## src/rtl/alu_exec_unit.sv

```systemverilog
// Execute-stage ALU with a start/done handshake.
// Logic and arithmetic ops finish in one cycle; SLL/SRL run through a serial one-bit-per-cycle shifter.
module alu_exec_unit #(
  parameter int DATA_WIDTH  = 32,
  parameter int SHAMT_WIDTH = 5
) (
  input  logic                   clk,
  input  logic                   reset,
  input  logic                   start_i,
  input  logic [3:0]             alu_operation_i,
  input  logic [DATA_WIDTH-1:0]  a_i,
  input  logic [DATA_WIDTH-1:0]  b_i,
  input  logic [SHAMT_WIDTH-1:0] shamt_i,
  output logic                   busy_o,
  output logic                   done_o,
  output logic [DATA_WIDTH-1:0]  result_o,
  output logic                   zero_o
);

  localparam logic [3:0] OP_SUB = 4'd1;
  localparam logic [3:0] OP_OR  = 4'd2;
  localparam logic [3:0] OP_ADD = 4'd3;
  localparam logic [3:0] OP_LUI = 4'd4;
  localparam logic [3:0] OP_SLL = 4'd5;
  localparam logic [3:0] OP_SRL = 4'd6;
  localparam logic [3:0] OP_AND = 4'd7;
  localparam logic [3:0] OP_NOR = 4'd8;
  localparam logic [3:0] OP_SW  = 4'd9;

  typedef enum logic [1:0] {
    IDLE  = 2'd0,
    SHIFT = 2'd1,
    DONE  = 2'd2
  } state_t;

  state_t                 state;
  logic [DATA_WIDTH-1:0]  shift_acc;
  logic [SHAMT_WIDTH-1:0] shift_cnt;
  logic                   shift_left;
  logic [DATA_WIDTH-1:0]  result_q;

  logic [DATA_WIDTH-1:0]  single_result;
  logic [DATA_WIDTH-1:0]  shift_next;
  logic                   is_shift_op;
  logic                   accept;

  assign accept      = start_i && (state != SHIFT);
  assign is_shift_op = (alu_operation_i == OP_SLL) || (alu_operation_i == OP_SRL);
  assign shift_next  = shift_left ? (shift_acc << 1) : (shift_acc >> 1);

  // Shift ops only reach this path with shamt = 0, where the result is B unchanged.
  always_comb begin
    single_result = '0;
    case (alu_operation_i)
      OP_SUB:  single_result = a_i - b_i;
      OP_OR:   single_result = a_i | b_i;
      OP_ADD:  single_result = a_i + b_i;
      OP_LUI:  single_result = {{(DATA_WIDTH-16){1'b0}}, b_i[15:0]} << 16;
      OP_SLL:  single_result = b_i;
      OP_SRL:  single_result = b_i;
      OP_AND:  single_result = a_i & b_i;
      OP_NOR:  single_result = ~(a_i | b_i);
      OP_SW:   single_result = a_i + b_i;
      default: single_result = '0;
    endcase
  end

  always_ff @(posedge clk or posedge reset) begin
    if (reset) begin
      state      <= IDLE;
      shift_acc  <= '0;
      shift_cnt  <= '0;
      shift_left <= 1'b0;
      result_q   <= '0;
    end else begin
      case (state)
        SHIFT: begin
          shift_acc <= shift_next;
          shift_cnt <= shift_cnt - SHAMT_WIDTH'(1);
          if (shift_cnt == SHAMT_WIDTH'(1)) begin
            result_q <= shift_next;
            state    <= DONE;
          end
        end
        default: begin
          if (accept) begin
            if (is_shift_op && (shamt_i != '0)) begin
              shift_acc  <= b_i;
              shift_cnt  <= shamt_i;
              shift_left <= (alu_operation_i == OP_SLL);
              state      <= SHIFT;
            end else begin
              result_q <= single_result;
              state    <= DONE;
            end
          end else begin
            state <= IDLE;
          end
        end
      endcase
    end
  end

  assign busy_o   = (state == SHIFT);
  assign done_o   = (state == DONE);
  assign result_o = result_q;
  assign zero_o   = (result_q == '0);

endmodule

```

## config.mk

```make
export PLATFORM = sky130hd
export DESIGN_NAME = alu_exec_unit
export DESIGN_NICKNAME = d
export VERILOG_FILES = /design/src/rtl/alu_exec_unit.sv
export SDC_FILE = /design/constraint.sdc
export NUM_CORES = 1
export LEC_CHECK = 0
export BUFFER_PORTS_ARGS = -buffer_cell sky130_fd_sc_hd__buf_2
export CAP_MARGIN = 20
export CORE_MARGIN = 4
export CORE_UTILIZATION = 25
export CTS_BUF_LIST = sky130_fd_sc_hd__clkbuf_8 sky130_fd_sc_hd__clkbuf_16
export CTS_CLUSTER_DIAMETER = 40
export DETAILED_ROUTE_END_ITERATION = 16
export PLACE_DENSITY = 0.48
export SETUP_SLACK_MARGIN = 0.05
export SLEW_MARGIN = 15
export SYNTH_ARGS = -nofsm -noshare
export SYNTH_HDL_FRONTEND = slang
export SYNTH_SLANG_ARGS = --single-unit
```

## constraint.sdc

```tcl
create_clock -name clk -period 2.1 [get_ports clk]
set_input_delay 0.42 -clock clk [delete_from_list [all_inputs] [get_ports clk]]
set_output_delay 0.42 -clock clk [all_outputs]
set_load 0.005 [all_outputs]
```

==> summary.md, run 1 <==
| Metric | Value |
|---|---|
| Failing checks | negative setup slack |
| Area after DPL | 10500 um^2 |
| CTS Buf Count | 9 |
| Final WS setup | -1.68 ns |
| Max-Cap Viols | 0 |
| Vias/cell | 5.25 |
| Crit start category | primary input |
| DP HPWL | 26.9 mm |
| Share of the synthesized area in the top cell type | 24.3% |
| Ys async rst share | 100% |
| Flops & latches, synth | 72 |
| Crit. End Element | flop |
| Worst path arrival time | 4.01 ns |
| DR pass1 iterations | 5 |
| Final worst path period share | 180% |
| Post-route cell area | 12300 um^2 |
| Peak VDD IR | 382 uV |
| Yosys warns | 0 |
| Mapped Area | 7420 um^2 |
| Number of flops mapped to enable cells by yosys | 0 |
| Final setup viols | 29 |
| Overflow after GRT | 0 |
| Initial antenna violation count | 0 |
| Final ANT Viol Nets | 0 |
| Port Buffer Count | 110 |
| Pre-CTS setup slack | -2.05 ns |
| PwrDens | 655 nW/um^2 |
| Largest stage delay, worst path | 0.55 ns |
| DRC | 0 |
| Max-slew violations | 0 |
| RSZ-0062 raised after global routing | true |
| Syn Area/Cell | 7.89 um^2 |
| Sequential Power Share | 27.9% |
| Final Wtd Congestion | 0.936 |
| Top_reg_cell synth | dfrtp_1 |
| Setup Crit Path Kind | primary input to flop |
| Critical path buffer and inverter count | 4 |
| Hold bufs inserted after CTS | 0 |
| Register area share after synthesis | 24.3% |
| Layout Nets | 1421 |
| Unique masters post-synth | 66 |
| Layout area overhead | 66.0% |
| Sw frac | 38.4% |
| Vias in the first global route | 8621 |
| Final critical-path required period | 3.78 ns |
| WL/cell | 20.1 um |
| Most frequent cells in the layout | 274 x buf_4, 100 x buf_2, 83 x nand2_1, 74 x o21ai_0, 72 x dfrtp_1 |
| Worst Path Required | 2.33 ns |
| Starting Density | 25.6% |
| Slowest-stage cell, CP | or4_4 |
| HP Class | primary input to async pin |
| Final Power | 0.00806 W |
| Largest net degree at the start of global routing | 73 |
| Post-synth net total | 1058 |
| CTS tree | yes |
| Final wirelength | 34.1 mm |
| Die Span Y | 180 um |
| Total track usage | 19.8% |
| P_leak | 5.49 nW |
| Max frequency | 265 MHz |
| Num rows | 62 |
| Critical-path maximum fanout | 5 |
| Clk_skew | 0.0131 ns |
| CTS H-tree depth | 3 |
| Root Driver | clkbuf_16 |
| Clock sinks | 72 |
| Clock slew at reported path FFs | 0.07 ns |
| Antenna cell count | 0 |
| Clock Path Buffers | 2 |
| Most common cell after layout, fill and taps aside | buf_4 |
| CP Cell Sequence | buf_8, or4_4, nor4_4, buf_4, nand2_8, or4_4, buf_4, nand2_4, xnor2_2, ha_1, buf_6, a21oi_2, o31ai_4, and3b_2, a2111oi_4, xor2_1, o21ai_1 |
| Die X | 180 um |
| Synth Instances | 940 |
| CP top delay family | simple AND/OR/NAND/NOR gates |
| 1st-iter DRT viols | 766 |
| Worst-Margin Slew | 0.980 ns |
| Core area | 29000 um^2 |
| DR vias | 8888 |
| Share of cells above drive strength 1 | 49.6% |
| Synth area leaders | dfrtp_1 24%, ha_1 6.9%, o21ai_0 6.4%, a21oi_1 5.4%, nand2_1 4.7% |
| Die Footprint | 32500 um^2 |
| Psw | 0.00309 W |
| First-pass GRT wire length | 51.1 mm |
| Final Hold Viols | 0 |
| Clock power share | 21.1% |
| Clock insertion delay at the later pin of the skew report | 0.35 ns |
| # IOs | 111 |
| Internal power | 0.00497 W |
| Status | finished with violations |
| Relative slew slack | 34.4% |
| Post-layout util | 42.4% |
| Post-synth top area cell | dfrtp_1 |
| Combinational Power Share | 51.1% |
## power groups by stage
stage	clock [W]	sequential (W)	combinational, W
3_3_place_gp	0	0.00224	0.00335
2_1_floorplan	0	0.00211	0.00195
5_1_grt	0.00178	0.00231	0.00446
6_report	0.00170	0.00225	0.00412
3_5_place_dp	0	0.00224	0.00339
4_1_cts	0.00173	0.00224	0.00384
## registers in the layout (all words and copies together), names as in the netlist
name / count
result_o: 32
shift_left: 1
shift_cnt: 5
shift_acc: 32
state: 2
## routing by layer
metal | wire [um] | up-vias | GRT usage, %
li1 | - | 4240 | -
met1 | 16000 | 4324 | 28.9
met2 | 15600 | 284 | 31.2
met3 | 1700 | 40 | 2.30
met4 | 736 | 0 | 4.99
met5 | 0 | - | 0
## final timing paths
check / from / cells after the start / endpoint / slack [ns]
setup / recovery: b_i[10] / 17 / result_o[29] / -1.68
hold / removal: reset / 3 / result_o[1] / 0.18
setup reg to reg: state[0] / 6 / result_o[11] / 0.07
hold reg to reg: result_o[15] / 1 / result_o[15] / 0.51
max in group asynchronous: reset / 3 / shift_acc[28] / 1.56
min in group clk: shamt_i[4] / 4 / shift_cnt[4] / 0.44
## layout make-up
cell class	instances	area, um^2
sequential	72	1800
inverter	22	93.8
fill	2876	16700
multi-input combinational	778	6490
clock buffer	10	239
tap	384	480
clock inverter	6	83.8
timing repair buffer	420	3130
## kinds of logic after synthesis
group	after synthesis	synth area share (%)
compound gates	347	30.3
flops	72	24.3
simple gates	271	18.0
mux	59	8.40
fa+ha+maj	42	7.19
xor+xnor	59	6.97
buf+inv	90	4.79
## per-stage QoR
| stage | instances | hold WS [ns] | setup TNS [ns] |
|---|---|---|---|
| 2_1_floorplan | 940 | 0.490 | -30.53 |
| 3_3_place_gp | 1633 | 0.499 | -60.54 |
| 3_5_place_dp | 1633 | 0.505 | -62.02 |
| 4_1_cts | 1672 | 0.213 | -32.48 |
| 5_1_grt | 1692 | 0.231 | -38.77 |
| 6_report | 1692 | 0.182 | -35.10 |
## repair_timing
item | 4_1_cts | 5_1_grt
endpoints found under the setup margin | 68 | 69
buffers inserted | 26 | 24
resized for setup | 146 | 81
pin swaps | 105 | 78
gates cloned | 0 | 0
## worst register-to-register path, delay by kind of cell, from the launching register on
family | cells | cell delay, ns
and+or+nand+nor | 3 | 1.13
DFF | 1 | 0.38
buffers and inverters | 1 | 0.25
AOI/OAI and AO/OA | 2 | 0.20
## Yosys cell counts, types with 12 or more instances
master / instances
o21ai_0: 95
nand2_1: 92
a21oi_1: 80
dfrtp_1: 72
clkbuf_1: 56
nor2_1: 51
ha_1: 41
xnor2_1: 38
mux2i_1: 33
nor3_1: 28
mux2_2: 26
a21o_1: 23
nor2b_1: 23
inv_1: 21
xor2_1: 21
o21a_1: 16
a22oi_1: 15
o31ai_1: 14
nand3_1: 13
o32ai_1: 13
a31oi_1: 12
(Power assumes the default switching activity.)
==> run 2: changes to the inputs <==
SKIP_CTS_REPAIR_TIMING = 1   (was default)
==> run 2 against run 1 <==
  * The run still ends with negative setup slack left
  * Power shrank 1.3%
  * Worst setup slack improved by 0.030 ns
  * Clock power barely moved
  * First-iteration DRC count decreased by 21%
  * Wire length is 1.1% lower
  * Combinational power decreased by 3%
  * Worst hold slack got worse by 0.0022 ns
  * Clock-buffer cell count did not move
  * Sequential power barely moved
  * Flip-flop and latch count did not move
  * Critical endpoint is now result_o[28]
  * Largest power group unchanged
  * Highest routed layer is now met5
==> summary.md, run 2 (same netlist as run 1, synthesis figures left out) <==
| Metric | Value |
|---|---|
| Clock slew at reported path FFs | 0.07 ns |
| Final Hold Viols | 0 |
| Critical-path maximum fanout | 4 |
| Crit start category | primary input |
| Core area | 29000 um^2 |
| Die X | 180 um |
| WL/cell | 20.1 um |
| Worst path arrival time | 3.97 ns |
| Final Wtd Congestion | 0.936 |
| Final setup viols | 30 |
| Vias in the first global route | 8318 |
| Layout Nets | 1405 |
| Internal power | 0.00490 W |
| Num rows | 62 |
| Largest net degree at the start of global routing | 73 |
| Combinational Power Share | 50.3% |
| Hold slack | 0.180 ns |
| DR vias | 8743 |
| Clock sinks | 72 |
| CTS Buf Count | 9 |
| Worst Path Required | 2.33 ns |
| Total track usage | 19.2% |
| Area after DPL | 10500 um^2 |
| Final critical-path required period | 3.75 ns |
| Clock power share | 21.4% |
| First-pass GRT wire length | 49.3 mm |
| Post-route cell area | 12100 um^2 |
| Most frequent cells in the layout | 269 x buf_4, 100 x buf_2, 82 x nand2_1, 72 x o21ai_0, 72 x dfrtp_1 |
| Antenna cell count | 0 |
| CTS H-tree depth | 3 |
| Die Span Y | 180 um |
| Max frequency | 267 MHz |
| Most common cell after layout, fill and taps aside | buf_4 |
| Overflow after GRT | 0 |
| DP HPWL | 26.9 mm |
| Layout area overhead | 63.1% |
| Starting Density | 25.6% |
| Failing checks | negative setup slack |
| Peak VDD IR | 381 uV |
| Port Buffer Count | 110 |
| PwrDens | 657 nW/um^2 |
| Register area | 1800 um^2 |
| Sequential Power Share | 28.3% |
| Relative slew slack | 49.1% |
| Crit. End Element | flop |
| # IOs | 111 |
| HP Class | primary input to async pin |
| Max-Cap Viols | 0 |
| Area of the multi-input gates | 6420 um^2 |
| Max-slew violations | 0 |
| Final worst path period share | 178% |
| Psw | 0.00306 W |
| Worst-Margin Slew | 0.761 ns |
| DRC | 0 |
| Vias/cell | 5.22 |
| Clock insertion delay at the later pin of the skew report | 0.35 ns |
| P_leak | 5.40 nW |
| R2R Setup Slk | 0.22 ns |
| Final WS setup | -1.65 ns |
| DR pass1 iterations | 6 |
| 1st-iter DRT viols | 605 |
| Sw frac | 38.5% |
| Initial antenna violation count | 1 |
| Setup Crit Path Kind | primary input to flop |
| Final wirelength | 33.7 mm |
| Final instance count without filler cells | 1676 |
| Clk_skew | 0.0135 ns |
| RSZ-0062 raised after global routing | true |
| Share of cells above drive strength 1 | 48.3% |
| Die Footprint | 32500 um^2 |
| # fillers | 2917 |
| CTS tree | yes |
| Final ANT Viol Nets | 0 |
| Status | finished with violations |
| Clock Path Buffers | 2 |
| Cells after DPL | 1633 |
| Root Driver | clkbuf_16 |
| Final Power | 0.00795 W |
==> run 2: power by group through the flow <==
stage	clock, W	combinational [W]	sequential, W
after global placement	0	0.00335	0.00224
after CTS	0.00173	0.00341	0.00223
after detailed placement	0	0.00339	0.00224
after floorplan	0	0.00195	0.00211
final	0.00170	0.00400	0.00225
after global routing	0.00179	0.00434	0.00231
==> run 2: routing by layer <==
metal / global-route usage [%] / up-vias / routed length, um
met2: 29.6 / 261 / 15200
li1: - / 4207 / -
met5: 0 / - / 13
met1: 28.0 / 4224 / 15800
met3: 2.93 / 49 / 1740
met4: 5.14 / 2 / 895
==> run 2: worst paths after layout <==
check                             start       endpoint  cells past startpoint
hold reg to reg            result_o[15]   result_o[15]                      1
min in group clk             shamt_i[4]   shift_cnt[4]                      4
setup / recovery                b_i[10]   result_o[28]                     17
hold / removal                    reset    result_o[1]                      3
setup reg to reg               state[0]   result_o[18]                      5
max in group asynchronous         reset  shift_acc[28]                      3
==> run 2: per-stage QoR <==
stage                     setup TNS (ns)  worst slack, ns  util (%)
after floorplan                   -30.53            -1.65         -
after global placement            -60.54            -2.01      36.3
after detailed placement          -62.02            -2.05      36.3
after CTS                         -37.55            -1.69      37.4
after global routing              -36.91            -1.82      41.7
final                             -32.83            -1.65      41.7
==> run 2: final cells by class <==
type / count / area share, %
multi-input combinational: 778 / 53.1
clock inverter: 6 / 0.693
tap: 384 / 3.97
sequential: 72 / 14.9
timing repair buffer: 404 / 24.6
inverter: 22 / 0.776
clock buffer: 10 / 1.97
==> run 2: worst max-delay path, cell delays in order <==
cell	delay, ns
buf_8	0.11
or4_4	0.54
nor4_4	0.20
nand2_2	0.16
o41ai_4	0.28
xnor2_2	0.17
ha_1	0.28
a21oi_2	0.16
o21bai_1	0.09
a21o_1	0.17
or3_1	0.35
a311oi_2	0.29
nor3_2	0.12
buf_4	0.16
a31oi_4	0.17
xor2_2	0.21
a21oi_1	0.09
==> run 3: changes to the inputs <==
ABC_AREA = 1   (was default)
==> run 3 against run 2 <==
  * The flow still finishes with violations (negative setup slack)
  * Cell area up 3.9%
  * Non-clock buffer count down 27
  * Power down 6.1%
  * Worst setup slack better by 0.60 ns
  * Register-to-register slack better by 0.26 ns
  * Critical path depth up 7
  * Sequential share of layout area down 0.56 points
  * Combinational power down 5.0%
  * First-iteration DRC count up 29%
  * Via count up 15%
  * Synthesized cell count up 41%
  * Critical path type unchanged
==> summary.md, run 3 <==
| Metric | Value |
|---|---|
| Final Wtd Congestion | 0.941 |
| Clk_skew | 0.00980 ns |
| Initial antenna violation count | 3 |
| Most frequent cells in the layout | 272 x nand2_1, 239 x buf_4, 156 x nor2_1, 124 x inv_1, 106 x buf_2 |
| Clock slew at reported path FFs | 0.06 ns |
| Pre-CTS setup slack | -1.45 ns |
| # fillers | 3350 |
| First-pass GRT wire length | 53.5 mm |
| Worst-Margin Slew | 0.439 ns |
| Final ANT Viol Nets | 0 |
| 1st-iter DRT viols | 779 |
| Flops & latches, synth | 72 |
| Worst Path Required | 2.36 ns |
| Max frequency | 318 MHz |
| HP Class | primary input to async pin |
| Relative slew slack | 70.7% |
| Setup Crit Path Kind | primary input to flop |
| Overflow after GRT | 0 |
| Layout area overhead | 56.7% |
| Clock sinks | 72 |
| Final setup viols | 30 |
| Die Footprint | 35000 um^2 |
| Root Driver | clkbuf_16 |
| Final critical-path required period | 3.15 ns |
| Layout Nets | 1778 |
| Die X | 187 um |
| DR vias | 10063 |
| Post-synth top area cell | dfrtp_1 |
| Final WS setup | -1.05 ns |
| Die Span Y | 187 um |
| Register area share after synthesis | 22.4% |
| Clock power share | 20.2% |
| Synth Instances | 1322 |
| Starting Density | 25.4% |
| Vias in the first global route | 9557 |
| RSZ-0062 raised after global routing | true |
| Reg-to-Reg End | result_o[30] |
| Number of flops mapped to enable cells by yosys | 0 |
| Post-synth net total | 1440 |
| Combinational Power Share | 51.0% |
| Max-Cap Viols | 0 |
| Max-slew violations | 0 |
| Top_reg_cell synth | dfrtp_1 |
| R2R Setup Slk | 0.48 ns |
| Vias/cell | 4.87 |
| Sequential Power Share | 28.9% |
| CTS H-tree depth | 3 |
| R2r startpoint | state[0] |
| Crit start category | primary input |
| Failing checks | negative setup slack |
| DP HPWL | 28.5 mm |
| Share of the synthesized area in the top cell type | 22.4% |
| Sw frac | 42.1% |
| Ys async rst share | 100% |
| Clock insertion delay at the later pin of the skew report | 0.35 ns |
| P_leak | 6.18 nW |
| Peak VDD IR | 414 uV |
| CTS Buf Count | 9 |
| Cells after DPL | 2020 |
| Worst path arrival time | 3.41 ns |
| Core area | 31600 um^2 |
| Unique masters post-synth | 59 |
| Largest net degree at the start of global routing | 58 |
| Yosys warns | 0 |
| # IOs | 111 |
| Crit. End Element | flop |
| Final Hold Viols | 0 |
| Synth area leaders | dfrtp_1 22%, nand2_1 17%, nor2_1 8.3%, a21oi_1 7.9%, inv_1 6.8% |
| Status | finished with violations |
| Reg2reg path depth | 8 |
| Final wirelength | 35.8 mm |
| Syn Area/Cell | 6.07 um^2 |
| Psw | 0.00314 W |
| DRC | 0 |
| Final instance count without filler cells | 2068 |
| Commonest cells in the netlist | 363 x nand2_1, 177 x nor2_1, 145 x inv_1 |
| Critical-path maximum fanout | 3 |
| Final worst path period share | 150% |
| CTS tree | yes |
| WL/cell | 17.3 um |
| Total track usage | 19.3% |
| PwrDens | 594 nW/um^2 |
| Internal power | 0.00432 W |
| DR pass1 iterations | 5 |
| Most common cell after layout, fill and taps aside | nand2_1 |
| Share of cells above drive strength 1 | 41.5% |
| Clock Path Buffers | 2 |
| Mapped Area | 8030 um^2 |
| Most frequent cell after synthesis | nand2_1 |
| Port Buffer Count | 110 |
| Num rows | 65 |
==> run 3: cell types whose count changed in the layout (fill, tap and decap cells not counted), sizes merged, moves of 37 or more <==
| cell | change |
|---|---|
| nand2 | +280 |
| nor2 | +136 |
| nand3 | +52 |
| a21oi | +47 |
| inv | +132 |
| xnor2 | -37 |
==> run 3: cell type report <==
cell class              count  area, um^2  area share, %
flip-flops and latches     72        1800           14.3
clock inverters             6        53.8          0.428
diodes                      1        2.50         0.0199
repair buffers            377        2800           22.2
well taps                 402         503           4.00
inverters                 157         623           4.95
multi-input cells        1043        6560           52.1
clock buffers              10         239           1.90
==> run 3: worst max-delay path by stage <==
stage | from | to | slack [ns] | cells after the start
after global routing | b_i[1] | result_o[29] | -1.26 | 24
after global placement | b_i[0] | result_o[29] | -1.36 | 24
after floorplan | b_i[0] | result_o[27] | -0.72 | 22
final | b_i[0] | result_o[29] | -1.05 | 24
after detailed placement | b_i[0] | result_o[29] | -1.45 | 25
after CTS | b_i[0] | result_o[29] | -1.10 | 25
==> run 3: cell families (layout without fill, tap and decap cells) <==
kind of cell               Yosys count  in the layout  share of synthesized area, %
AOI/OAI and AO/OA                  288            288                          20.5
xor gates and xnor gates            31             31                          3.38
adders and majority gates           42             42                          6.64
buffers and inverters              207            550                          10.9
DFF                                 72             72                          22.4
other                                0              1                             0
and+or+nand+nor                    682            682                          36.1
==> run 3: power groups by stage <==
stage	Combinational [W]	Sequential, W	Clock (W)
after global routing	0.00422	0.00221	0.00159
after detailed placement	0.00318	0.00217	0
after CTS	0.00319	0.00215	0.00153
after global placement	0.00315	0.00216	0
final	0.00380	0.00216	0.00150
after floorplan	0.00177	0.00207	0
==> run 3: per-stage QoR <==
step | utilization (%) | power, W | TNS, ns | instance area (um^2) | hold WS (ns)
final | 39.8 | 0.00747 | -21.71 | 12600 | 0.0865
after global routing | 39.7 | 0.00803 | -26.23 | 12600 | 0.104
after CTS | 35.2 | 0.00687 | -24.09 | 11100 | 0.0853
after detailed placement | 34.3 | 0.00534 | -34.68 | 10800 | 0.451
after global placement | 34.3 | 0.00531 | -33.52 | 10800 | 0.447
after floorplan | - | 0.00384 | -15.70 | 8150 | 0.495
==> run 3: critical path: stages <==
cell	delay (ns)
buf_6	0.10
clkinvlp_4	0.09
ha_4	0.14
nand3_4	0.09
nor3_4	0.26
nand3_4	0.14
inv_4	0.09
nand2_4	0.06
o21ai_4	0.18
nand2_4	0.10
nor2_4	0.11
xor2_1	0.18
ha_1	0.30
a21oi_2	0.23
nor2_1	0.07
nor2_1	0.11
nand2_1	0.07
a21oi_2	0.14
nand2_1	0.07
nand2_1	0.08
nand3_2	0.09
nand2_2	0.09
nand2_2	0.06
a21oi_2	0.14
==> run 3: metal layers <==
layer	routed length, um	global-route usage (%)	vias to the layer above
met1	16500	26.8	4714
met2	16500	31.2	285
met5	13	0	-
met3	1970	3.68	47
li1	-	-	5015
met4	767	4.32	2
